$ cat config.mk
export PLATFORM = sky130hd
export DESIGN_NAME = btn_debouncer
export DESIGN_NICKNAME = d
export VERILOG_FILES = /design/src/rtl/debounce_pkg.sv /design/src/rtl/debounce_chan.sv /design/src/rtl/btn_debouncer.sv
export SDC_FILE = /design/constraint.sdc
export NUM_CORES = 1
export LEC_CHECK = 0
export ABC_AREA = 1
export CAP_MARGIN = 20
export CORE_MARGIN = 4
export CORE_UTILIZATION = 45
export DETAILED_ROUTE_END_ITERATION = 8
export PLACE_DENSITY_LB_ADDON = 0.2
export SLEW_MARGIN = 10
export SYNTH_ARGS = -nofsm -noshare
export SYNTH_HDL_FRONTEND = slang
export SYNTH_SLANG_ARGS = --single-unit
$ cat constraint.sdc
create_clock -name clk -period 3.1 [get_ports clk]
set_input_delay 0.93 -clock clk [delete_from_list [all_inputs] [get_ports clk]]
set_output_delay 0.93 -clock clk [all_outputs]
set_load 0.02 [all_outputs]
$ cat src/rtl/debounce_pkg.sv
// Shared definitions for the push-button debouncer: per-channel FSM state encoding and the
// counter-width helper.
package debounce_pkg;

  typedef enum logic [1:0] {
    StIdle       = 2'd0,
    StArmPress   = 2'd1,
    StHeld       = 2'd2,
    StArmRelease = 2'd3
  } deb_state_e;

  // Counter must hold values 0..stable_cnt inclusive.
  function automatic int unsigned cnt_w(input int unsigned stable_cnt);
    return (stable_cnt < 1) ? 1 : $clog2(stable_cnt + 1);
  endfunction

endpackage

$ cat src/rtl/debounce_chan.sv
// One debounce channel: FSM plus stability counter, advanced only on sample ticks.
// Emits a registered level and single-cycle press/release pulses.
module debounce_chan
  import debounce_pkg::*;
#(
  parameter int unsigned STABLE_CNT = 4
) (
  input  logic clk,
  input  logic rst,
  input  logic s_i,
  input  logic tick_i,
  output logic level_o,
  output logic press_o,
  output logic release_o
);

  localparam int unsigned CntW = cnt_w(STABLE_CNT);
  localparam logic [CntW-1:0] CntMax = CntW'(STABLE_CNT);
  localparam logic [CntW-1:0] CntOne = CntW'(1);

  deb_state_e state_q, state_d;
  logic [CntW-1:0] cnt_q, cnt_d, cnt_inc;
  logic level_q, level_d;
  logic press_q, press_d;
  logic release_q, release_d;

  always_comb begin
    state_d   = state_q;
    cnt_d     = cnt_q;
    press_d   = 1'b0;
    release_d = 1'b0;
    cnt_inc   = cnt_q + CntOne;
    if (tick_i) begin
      unique case (state_q)
        StIdle: begin
          if (s_i) begin
            if (STABLE_CNT == 1) begin
              state_d = StHeld;
              press_d = 1'b1;
            end else begin
              state_d = StArmPress;
              cnt_d   = CntOne;
            end
          end
        end
        StArmPress: begin
          if (!s_i) begin
            state_d = StIdle;
            cnt_d   = '0;
          end else if (cnt_inc == CntMax) begin
            state_d = StHeld;
            cnt_d   = '0;
            press_d = 1'b1;
          end else begin
            cnt_d = cnt_inc;
          end
        end
        StHeld: begin
          if (!s_i) begin
            if (STABLE_CNT == 1) begin
              state_d   = StIdle;
              release_d = 1'b1;
            end else begin
              state_d = StArmRelease;
              cnt_d   = CntOne;
            end
          end
        end
        StArmRelease: begin
          if (s_i) begin
            state_d = StHeld;
            cnt_d   = '0;
          end else if (cnt_inc == CntMax) begin
            state_d   = StIdle;
            cnt_d     = '0;
            release_d = 1'b1;
          end else begin
            cnt_d = cnt_inc;
          end
        end
      endcase
    end
    // Level is derived from the next state so it moves together with the state register.
    level_d = (state_d == StHeld) || (state_d == StArmRelease);
  end

  always_ff @(posedge clk or posedge rst) begin
    if (rst) begin
      state_q   <= StIdle;
      cnt_q     <= '0;
      level_q   <= 1'b0;
      press_q   <= 1'b0;
      release_q <= 1'b0;
    end else begin
      state_q   <= state_d;
      cnt_q     <= cnt_d;
      level_q   <= level_d;
      press_q   <= press_d;
      release_q <= release_d;
    end
  end

  assign level_o   = level_q;
  assign press_o   = press_q;
  assign release_o = release_q;

endmodule

$ cat src/rtl/btn_debouncer.sv
// Multi-channel button conditioner: synchronises the slow divider clock into a sample tick,
// synchronises the raw buttons and debounces each channel independently.
module btn_debouncer
  import debounce_pkg::*;
#(
  parameter int unsigned N_BTN       = 5,
  parameter int unsigned STABLE_CNT  = 4,
  parameter int unsigned SYNC_STAGES = 2
) (
  input  logic             clk,
  input  logic             rst,
  input  logic             sample_clk_i,
  input  logic [N_BTN-1:0] btn_raw_i,
  output logic [N_BTN-1:0] btn_level_o,
  output logic [N_BTN-1:0] btn_press_o,
  output logic [N_BTN-1:0] btn_release_o
);

  logic [SYNC_STAGES-1:0]            samp_sync_q;
  logic                              samp_edge_q;
  logic [SYNC_STAGES-1:0][N_BTN-1:0] btn_sync_q;
  logic                              tick;

  // Index 0 is the stage closest to the asynchronous input.
  always_ff @(posedge clk or posedge rst) begin
    if (rst) begin
      samp_sync_q <= '0;
      samp_edge_q <= 1'b0;
      btn_sync_q  <= '0;
    end else begin
      samp_sync_q <= {samp_sync_q[SYNC_STAGES-2:0], sample_clk_i};
      samp_edge_q <= samp_sync_q[SYNC_STAGES-1];
      btn_sync_q  <= {btn_sync_q[SYNC_STAGES-2:0], btn_raw_i};
    end
  end

  assign tick = samp_sync_q[SYNC_STAGES-1] & ~samp_edge_q;

  for (genvar g = 0; g < N_BTN; g++) begin : g_chan
    debounce_chan #(
      .STABLE_CNT(STABLE_CNT)
    ) u_chan (
      .clk      (clk),
      .rst      (rst),
      .s_i      (btn_sync_q[SYNC_STAGES-1][g]),
      .tick_i   (tick),
      .level_o  (btn_level_o[g]),
      .press_o  (btn_press_o[g]),
      .release_o(btn_release_o[g])
    );
  end

endmodule

==> metrics.yaml <==
status: "finished, final reports clean"
clkSlewWorstSetupHoldPaths_ns: 0.09
core-area_mm2: 0.00507
power.total_uw: 1430
synthDistinctLibCells: 22
drive_gt1_frac: 0.0519
wire_per_inst_um: 10.0
powerDensity_mw_per_mm2: 545
worst_r2r_path_depth: 7
io_pins: 23
finalWirelength_um: 3410
worstMarginPinSlew_ns: 0.642
rows: 26
synth_ff_type: "dfrtp_1"
start_util: 0.464
vias_per_cell: 4.54
cts.sinks: 53
maxCapViolCount: 0
clk_latency_ns: 0.30
pwr-share-clk: 0.268
first_iter_violations: 66
syn_inst: 256
endpoint_kind: "primary output"
die_h_um: 80.3
slew_headroom: 0.572
cp-endpoint: "btn_level_o[2]"
p_int_uw: 1040
syn_nets: 275
netSwitchingFraction: 0.276
dp_slack_ns: 1.18
critPathBufInv: 1
cts-root-buf: "clkbuf_8"
rsz0062_at_grt: "false"
overflow: 0
cp-start-kind: "flop"
clockBufferDepth: 2
port_buffers: 22
synth_largest_area_cell: "dfrtp_1"
vias: 1542
slowest_delay_ns: 0.60
cts_resized: 0
antenna_cells: 0
synth-seq-cells: 53
netlist_area_mm2: 0.00235
regToRegEndpoint: "g_chan[1].u_chan.state_q[1]"
period_share: 0.701
postRouteAntennaNets: 0
finalHoldViolCount: 0
grt_pass1_vias: 1458
worst-path-stages: 1
h-tree-depth: 2
gp_congestion: 0.751
cts_hold_buf: 0
track_usage: 0.120
drcViolationCount: 0
clock.fmax_mhz: 460
cts_tree: "yes"
irDropWorstVdd_v: 0.000279
nets: 289
worstPathRequired_ns: 2.17
dieWidth_um: 80.3
p_leak_uw: 0.00140
crit_type: "flop to primary output"
hold_path.class: "flop to flop"
hpwl_um: 2440
crit_fanout: 1
worst_ep_arrival_time_ns: 1.24
avgSynthCellArea_um2: 9.19
synth.most_common_cell: "nand2_1"
yosysSeqAreaShare: 0.564
grt_pass1_wl_um: 5930
postCtsSetupBuffers: 0
comb_power_share: 0.163
p_sw_uw: 396
r2r_slack_ns: 1.73
area_growth_syn_to_layout_pct: 11.8
drt_first_pass_iters: 4
slew_violations: 0
die_area_mm2: 0.00645
synthTopCellsByArea: "dfrtp_1 56%, nand2_1 11%, ha_1 5.9%"
skew_ns: 0.00552
synth_edf_count: 0
synth.top_cell.area_share: 0.564
n_fill_cell: 496
synthTopCellsByCount: "72 x nand2_1, 53 x dfrtp_1, 33 x inv_1, 20 x nor2_1, 19 x nand3_1"
antenna_found_initial: 0
numCtsBuffers: 5
path_cells: "clkdlybuf4s50_1"
r2r-start: "g_chan[1].u_chan.cnt_q[0]"
period_minus_slack_ns: 2.17
slowest_stage: "clkdlybuf4s50_1"
fin_ws_ns: 0.927
power_frac_seq: 0.569
async_reset_ff_frac: 1.00
cp_top_family: "buffers and inverters"
grt_max_degree: 54
finalSetupViolations: 0
crit_start: "g_chan[2].u_chan.level_o"
tns_ns: 0
ys.warnings.count: 0
## worst min-delay path by stage
stage,from,end,slack [ns],depth (start not counted)
after global placement,btn_sync_q[0],btn_sync_q[5],0.33,0
after CTS,btn_sync_q[2],btn_sync_q[7],0.36,0
final,btn_sync_q[2],btn_sync_q[7],0.35,0
after global routing,btn_sync_q[0],btn_sync_q[5],0.36,0
after floorplan,btn_sync_q[0],btn_sync_q[5],0.33,0
after detailed placement,btn_sync_q[2],btn_sync_q[7],0.34,0
## area by class of cell
| cell class | instances | area [um2] | share of cell area |
|---|---|---|---|
| clock buffers | 7 | 86.3 | 0.0328 |
| inverters | 34 | 128 | 0.0485 |
| multi-input cells | 153 | 774 | 0.294 |
| flip-flops and latches | 53 | 1330 | 0.504 |
| well taps | 70 | 87.6 | 0.0333 |
| repair buffers | 23 | 228 | 0.0866 |
## power by group through the flow
stage          Combinational (uW)  Clock (uW)  Sequential, uW
4_1_cts                       240         405             817
3_3_place_gp                  234           0             828
3_5_place_dp                  240           0             830
2_1_floorplan                 192           0             819
6_report                      234         384             816
5_1_grt                       274         427             829
## flip-flops by register name, summed over array words and instances, names as in the netlist
signal and cells:
g_chan.u_chan.state_q 10, g_chan.u_chan.press_o 5, samp_sync_q 2, btn_sync_q 10, g_chan.u_chan.level_o 5, samp_edge_q 1, g_chan.u_chan.cnt_q 15, g_chan.u_chan.release_o 5
## per-layer routing
layer | part of all wire | wire length [um] | up-vias | GRT usage
met1 | 0.44 | 1520 | 715 | 0.134
li1 | - | - | 805 | -
met4 | 0.020 | 68 | 0 | 0.0557
met5 | 0 | 0 | - | 0
met2 | 0.50 | 1700 | 16 | 0.209
met3 | 0.038 | 129 | 6 | 0.0370
## stage by stage
| stage | cells | util | area (um2) | hold WS [ns] |
|---|---|---|---|---|
| 6_report | 340 | 0.518 | 2630 | 0.352 |
| 2_1_floorplan | 256 | - | 2350 | 0.331 |
| 3_3_place_gp | 333 | 0.501 | 2540 | 0.331 |
| 5_1_grt | 340 | 0.518 | 2630 | 0.364 |
| 3_5_place_dp | 333 | 0.501 | 2540 | 0.338 |
| 4_1_cts | 340 | 0.518 | 2630 | 0.358 |
## layout by cell type (no fill, tap or decap)
cell             instances
o22ai_1                  1
nor2_4                   2
nand2_1                 72
clkdlybuf4s50_1         22
nand4_1                  4
xnor2_1                  1
inv_2                    2
or2_2                    2
buf_4                    1
xor2_1                   2
clkbuf_1                 1
nand3_1                 19
o21ai_1                  3
nand2_2                  1
a21oi_1                  3
nand3b_1                 2
clkbuf_8                 6
nor2_1                  20
inv_1                   32
o21ai_0                  8
nor3_1                   1
o21a_1                   1
dfrtp_1                 53
ha_1                    11
## logic make-up (layout without fill, tap and decap cells)
kind of cell / count (synthesis) / in the layout / share of synthesized area
and+or+nand+nor: 123 / 123 / 0.224
buffers and inverters: 50 / 64 / 0.107
DFF: 53 / 53 / 0.564
AOI/OAI and AO/OA: 16 / 16 / 0.0356
adders and majority gates: 11 / 11 / 0.0585
xor gates and xnor gates: 3 / 3 / 0.0112
Power figures use the tool's default switching activity.
